**config.mk**
```make
export PLATFORM = sky130hd
export DESIGN_NAME = regfile_sb
export DESIGN_NICKNAME = d
export VERILOG_FILES = /design/src/rtl/regfile_sb.sv
export SDC_FILE = /design/constraint.sdc
export NUM_CORES = 1
export LEC_CHECK = 0
export CAP_MARGIN = 0
export CORE_MARGIN = 8
export CORE_UTILIZATION = 62
export DETAILED_ROUTE_END_ITERATION = 10
export GPL_ROUTABILITY_DRIVEN = 0
export GPL_TIMING_DRIVEN = 0
export PLACE_DENSITY = 0.95
export REMOVE_ABC_BUFFERS = 1
export SLEW_MARGIN = 20
export SYNTH_ARGS = -nofsm -noshare
export SYNTH_HDL_FRONTEND = slang
export SYNTH_SLANG_ARGS = --single-unit
```
**constraint.sdc**
```tcl
create_clock -name clk -period 5.9 [get_ports clk]
set_clock_uncertainty 0.15 [all_clocks]
set_input_delay 0.885 -clock clk [delete_from_list [all_inputs] [get_ports clk]]
set_output_delay 0.885 -clock clk [all_outputs]
set_load 0.03 [all_outputs]
```
**src/rtl/regfile_sb.sv**
```systemverilog
// regfile_sb -- multi-ported register file with a reservation scoreboard.
//
// Purpose:
//   DEPTH = 2**ADDR_W registers of DATA_W bits with one synchronous write
//   port and two combinational read ports. Each register also has a busy
//   bit. A reserve request marks a register as pending a future write, and
//   a write to that register clears the mark. The sticky err flag records
//   protocol violations: reserving a register that is already busy, or
//   writing a register that was never reserved.
//
// Parameters:
//   DATA_W   register width in bits (1..64)
//   ADDR_W   address width; DEPTH = 2**ADDR_W
//   ZERO_REG 1: register 0 reads as zero, ignores writes and reserves
//   BYPASS   1: same-cycle write data/busy-clear is forwarded to read ports
//
// Ports:
//   clk                        rising-edge clock
//   rst                        asynchronous active-high reset
//   EN                         global enable, gates every state update
//   write_en/addr/data         write port
//   read_addr_1/2              read port addresses
//   read_data_1/2              read port data (combinational)
//   rsv_en, rsv_addr           reserve request
//   rsv_ok                     1 when rsv_addr is not busy (combinational)
//   busy_1, busy_2             busy status of read_addr_1/2 (combinational)
//   err                        sticky protocol-error flag
module regfile_sb #(
    parameter int DATA_W   = 8,
    parameter int ADDR_W   = 3,
    parameter int ZERO_REG = 1,
    parameter int BYPASS   = 1
) (
    input  logic              clk,
    input  logic              rst,
    input  logic              EN,
    input  logic              write_en,
    input  logic [ADDR_W-1:0] write_addr,
    input  logic [DATA_W-1:0] write_data,
    input  logic [ADDR_W-1:0] read_addr_1,
    input  logic [ADDR_W-1:0] read_addr_2,
    output logic [DATA_W-1:0] read_data_1,
    output logic [DATA_W-1:0] read_data_2,
    input  logic              rsv_en,
    input  logic [ADDR_W-1:0] rsv_addr,
    output logic              rsv_ok,
    output logic              busy_1,
    output logic              busy_2,
    output logic              err
);

    localparam int unsigned DEPTH = 2 ** ADDR_W;

    logic [DATA_W-1:0] regs [DEPTH];
    logic [DEPTH-1:0]  busy;
    logic              err_q;

    logic wr_zero;
    logic rsv_zero;
    logic wr_fire;
    logic rsv_fire;
    logic err_set;

    // Qualified requests: enabled, not aimed at a hardwired zero register,
    // and not during reset (so nothing is forwarded while rst is high).
    always_comb begin
        wr_zero  = (ZERO_REG != 0) && (write_addr == '0);
        rsv_zero = (ZERO_REG != 0) && (rsv_addr == '0);
        wr_fire  = EN && write_en && !wr_zero && !rst;
        rsv_fire = EN && rsv_en && !rsv_zero && !rst;
    end

    // A reserve to an address being written in the same cycle is legal:
    // the write retires the old reservation as the new one lands.
    always_comb begin
        err_set = 1'b0;
        if (rsv_fire && busy[rsv_addr] && !(wr_fire && (write_addr == rsv_addr)))
            err_set = 1'b1;
        if (wr_fire && !busy[write_addr])
            err_set = 1'b1;
    end

    always_ff @(posedge clk or posedge rst) begin
        if (rst) begin
            for (int unsigned i = 0; i < DEPTH; i++)
                regs[i] <= '0;
            busy  <= '0;
            err_q <= 1'b0;
        end else begin
            if (wr_fire)
                regs[write_addr] <= write_data;
            // Set is scheduled after clear so a same-address reserve wins.
            if (wr_fire)
                busy[write_addr] <= 1'b0;
            if (rsv_fire)
                busy[rsv_addr] <= 1'b1;
            if (err_set)
                err_q <= 1'b1;
        end
    end

    // Read port 1
    always_comb begin
        read_data_1 = regs[read_addr_1];
        busy_1      = busy[read_addr_1];
        if ((ZERO_REG != 0) && (read_addr_1 == '0)) begin
            read_data_1 = '0;
            busy_1      = 1'b0;
        end
        if ((BYPASS != 0) && wr_fire && (write_addr == read_addr_1)) begin
            read_data_1 = write_data;
            busy_1      = 1'b0;
        end
        if (rst) begin
            read_data_1 = '0;
            busy_1      = 1'b0;
        end
    end

    // Read port 2
    always_comb begin
        read_data_2 = regs[read_addr_2];
        busy_2      = busy[read_addr_2];
        if ((ZERO_REG != 0) && (read_addr_2 == '0)) begin
            read_data_2 = '0;
            busy_2      = 1'b0;
        end
        if ((BYPASS != 0) && wr_fire && (write_addr == read_addr_2)) begin
            read_data_2 = write_data;
            busy_2      = 1'b0;
        end
        if (rst) begin
            read_data_2 = '0;
            busy_2      = 1'b0;
        end
    end

    always_comb begin
        rsv_ok = rst ? 1'b1 : !busy[rsv_addr];
        err    = err_q;
    end

endmodule
```
# Word level (Yosys, flattened, before mapping)
# Index checks and enable logic that the tools add are counted.
[op_classes]
magnitude_cmp = 10
muxes = 38
n_reduce_logical = 25
n_eq_ne = 3
n_bitwise = 6
[op_table]
columns = ["cell", "n"]
rows = [
  ["2-to-1 mux 8 bit", 13],
  ["bitwise mux 64 bit", 1],
  ["binary-select mux 8 bit (select 3 bit)", 2],
  ["demux 8 bit (select 3 bit)", 1],
  ["< comparator 3 x 4 -> 1 bit (second input constant)", 4],
  ["logical AND 1 bit", 15],
  ["2-to-1 mux 1 bit", 15],
  ["binary-select mux 1 bit (select 3 bit)", 4],
  [">= comparator 4 bit (second input constant)", 3],
  ["logical NOT 3 bit", 4],
  ["inverter 3 -> 4 bit", 3],
  ["== test 3 bit", 3],
  ["AND 8 bit", 1],
  ["inverter 8 bit", 1],
  ["OR 8 bit", 1],
  ["demux 1 bit (select 3 bit)", 2],
  [">= comparator 3 x 1 -> 1 bit (second input constant)", 2],
  ["logical NOT 1 bit", 6],
  ["< comparator 4 x 1 -> 1 bit (second input constant)", 1],
]
[totals]
elab_cells = 92
regBits = 73
in_bits = 25
out_inout_bits = 20

# Logic depth before layout (Yosys ltp)
[logic_depth]
ltp_word = 9
mapped_depth = 7
ltp_nobuf = 4

# Worst setup path after synthesis
# No wires, ideal clock.
[synth_path]
path_kind = "input to output"
startpoint = "input rst"
endpoint = "output busy_1"
path_stages = 3
setup_slack_ps = 1822
arrival_time_ps = 3043
cell_sequence = "buf_2 > inv_1 > o2111a_1"
[synth_via]
elab_chain_len = 5
[synth_lines]
columns = ["element", "line_no", "source"]
rows = [
  ["from (decl)", "35", "input logic rst,"],
  ["logical NOT 1 bit (no source line)", "--", ""],
  ["logical AND 1 bit", "69", "wr_fire = EN && write_en && !wr_zero && !rst;"],
  ["logical AND 1 bit", "110", "if ((BYPASS != 0) && wr_fire && (write_addr == read_addr_1)) begin"],
  ["2-to-1 mux 1 bit", "110", ""],
  ["2-to-1 mux 1 bit *", "114", "if (rst) begin"],
  ["to (decl)", "47", "output logic busy_1,"],
]
# Mark *: on every way between the ends. The rest lies on a longest branch, timed or not.

# Worst setup path in the final report
[layout_path]
startpoint = "input read_addr_1[0]"
endpoint = "output read_data_1[6]"
[layout_via]
elab_chain_len = 7
[layout_lines]
columns = ["element", "line_no", "source"]
rows = [
  ["from (decl)", "40", "input logic [ADDR_W-1:0] read_addr_1,"],
  ["inverter 3 -> 4 bit (implied by the code)", "104", "read_data_1 = regs[read_addr_1];"],
  ["binary-select mux 8 bit (select 3 bit)", "104", ""],
  ["2-to-1 mux 8 bit (implied by the code) (2 in a row)", "104", ""],
  ["2-to-1 mux 8 bit", "106", "if ((ZERO_REG != 0) && (read_addr_1 == '0)) begin"],
  ["2-to-1 mux 8 bit *", "110", ""],
  ["2-to-1 mux 8 bit *", "114", ""],
  ["to (decl)", "42", "output logic [DATA_W-1:0] read_data_1,"],
]
# Mark *: on every way between the ends. The rest lies on a longest branch, timed or not. The select of a mux whose other input is x is not followed.

==> metrics.csv <==
metric,value,unit
worst ir drop on vdd,0.147,mV
Gate Count Post-Synth,371,
Critical Path RT,4.87,ns
cell accounting for the most synthesized area,dfrtp_1,
Mapped Area,4280,um^2
"commonest non-fill, non-tap cell in the layout",mux2_2,
Core Rows,30,
Die Y,99.1,um
share of the synthesized area in the top cell type,0.392,
Wirelength per Cell,24.0,um
Fin Hold WS,0.229,ns
Post-synth EDFFs,0,
global-route wire length before repair,18.4,mm
GRT Util Overall,0.241,
I/O Buffers,44,
predominant post-synthesis flop cell,dfrtp_1,
Post-CTS Setup Bufs,0,
Max Cap Violations,0,
initial drt markers,405,
DRC viols,0,
Clock Tree Buf Depth,2,
fin crit share,0.859,
CTS Sinks,67,
H-tree depth,3,
f_max,197,MHz
Non-Filler Instances,479,
pwr dens,277,nW/um^2
"FFs w/ async S/R, synth",1.00,
Slew HR,0.265,
crit path DAT,4.03,ns
fillers,476,
final setup vio count,0,
clock-pin slew on the worst setup and hold paths,0.07,ns
CP max FO,17,
Worst Setup EP,read_data_1[6],
CTS tree,built,
highest-count cells in the layout ignoring fill and taps,"70 x mux2_2, 67 x dfrtp_1, 41 x clkdlybuf4s50_1",
ant diodes,0,
Yosys cell types,48,
Syn-to-layout area delta,12.2,%
critical path type,input pin to output port,
"Power, Total",1330,uW
RSZ-0062 raised after global routing,false,
Max Transition Viols Final,0,
Initial Utilization,0.634,
quantity of gates resized following cts,0,
initial antenna violation count,0,
DIE WIDTH,99.1,um
minimum clock period,5.07,ns
Area contributors post-synth,"dfrtp_1 39%, mux2_2 18%, mux2i_1 8.4%, a211oi_2 4.1%, a221o_1 3.7%",
CP Launch Point,read_addr_1[0],
count of warnings emitted by yosys,0,
die footprint,9820,um^2
via count,3491,
reg2reg path depth,4,
GR Overflow Total,0,
R2R Setup Slk,4.43,ns
final net count,420,
Core Box Area,6760,um^2
largest net degree at the start of global routing,37,
Reg2Reg Capture Point,err$_DFFE_PP0P_,
CTS Root Cell,clkbuf_8,
Post-DP HPWL,7.25,mm
CP Capture Type,output port,
Post-Route WL,11.5,mm
placed cells,464,
register area share after synthesis,0.392,
Hold Crit Class,flop to flop,
vias in the first global route,3522,
outcome,completed,
layout cells sized above 1,0.283,
Inserted Clock Buffers,9,
Lkg Pwr,0.00203,uW
vias per std cell,7.29,
Avg Inst Size Synth,11.5,um^2
post-route ant nets,0,
"FF+latch count, synth",67,
# hold bufs at CTS,0,
Worst Setup Start Kind,input pin,
Final Hold Viols,0,
Worst Max-Slew Pin Slew,1.10,ns
worst skew pair latency,0.35,ns
TritonRoute pass-1 iters,8,
Top Ports,45,
reg-to-reg startpoint,busy[5]$_DFF_PP0_,
[power breakdown]
part | leakage, uW | switching, uW | total (uW) | internal (uW)
sequential | 0.000848 | 77.8 | 623 | 546
clock | 0.0000839 | 181 | 340 | 159
combinational | 0.00110 | 175 | 368 | 193
[per-stage QoR]
stage,util,setup TNS [ns],worst slack (ns),instance area (um^2)
3_5_place_dp,0.687,0,0.322,4640
5_1_grt,0.711,0,0.771,4800
6_report,0.711,0,0.831,4800
4_1_cts,0.711,0,0.320,4810
3_3_place_gp,0.679,-0.753,-0.382,4590
2_1_floorplan,-,0,2.01,4050
[per-layer routing]
metal,part of all wire,track usage
met1,0.40,0.305
met2,0.46,0.361
met3,0.093,0.0489
met4,0.043,0.171
met5,0,0
[registers in the layout (all words and copies together), names as in the netlist]
signal  cells
busy        8
err         1
regs       58
[logic make-up (layout without fill, tap and decap cells)]
logic type,after synthesis,after routing,synth area share
multiplexers,108,108,0.279
AO/OA/AOI/OAI,79,79,0.166
flip-flops,67,67,0.392
AND/OR/NAND/NOR,61,61,0.0789
buffers and inverters,47,75,0.0661
XOR/XNOR,9,9,0.0184
[final cells by class]
cell class / count / area [um^2] / share of cell area
multi-input combinational: 257 / 2320 / 0.483
sequential: 67 / 1680 / 0.349
timing repair buffer: 47 / 485 / 0.101
clock buffer: 10 / 138 / 0.0287
tap: 80 / 100 / 0.0208
inverter: 13 / 51.3 / 0.0107
clock inverter: 5 / 30.0 / 0.00625
[worst min-delay path by stage]
stage / cells past startpoint / endpoint / startpoint / slack, ns
3_5_place_dp: 0 / busy[0]$_DFF_PP0_ / busy[0]$_DFF_PP0_ / 0.22
4_1_cts: 0 / busy[0]$_DFF_PP0_ / busy[0]$_DFF_PP0_ / 0.23
3_3_place_gp: 0 / busy[0]$_DFF_PP0_ / busy[0]$_DFF_PP0_ / 0.22
5_1_grt: 0 / busy[0]$_DFF_PP0_ / busy[0]$_DFF_PP0_ / 0.25
2_1_floorplan: 0 / busy[0]$_DFF_PP0_ / busy[0]$_DFF_PP0_ / 0.20
6_report: 0 / busy[0]$_DFF_PP0_ / busy[0]$_DFF_PP0_ / 0.23
[critical path, cell delays in order]
cell             delay (ns)
clkdlybuf4s50_1        0.80
nor2b_1                0.82
a221oi_1               0.24
a221o_1                0.34
a211oi_2               0.24
clkdlybuf4s50_1        0.70
[cell usage after synthesis (all sizes together), types with 6 or more instances]
library cell and n:
o21ai 6, a221oi 16, mux2 70, dfrtp 67
inv 13, xnor2 6, nor2b 6, nand2 10
buf 24, a221o 16, nand3 6, a211oi 15
clkbuf 10, mux2i 36, nor2 6, nor3 19
No activity file was read; power rests on OpenSTA's default activity.
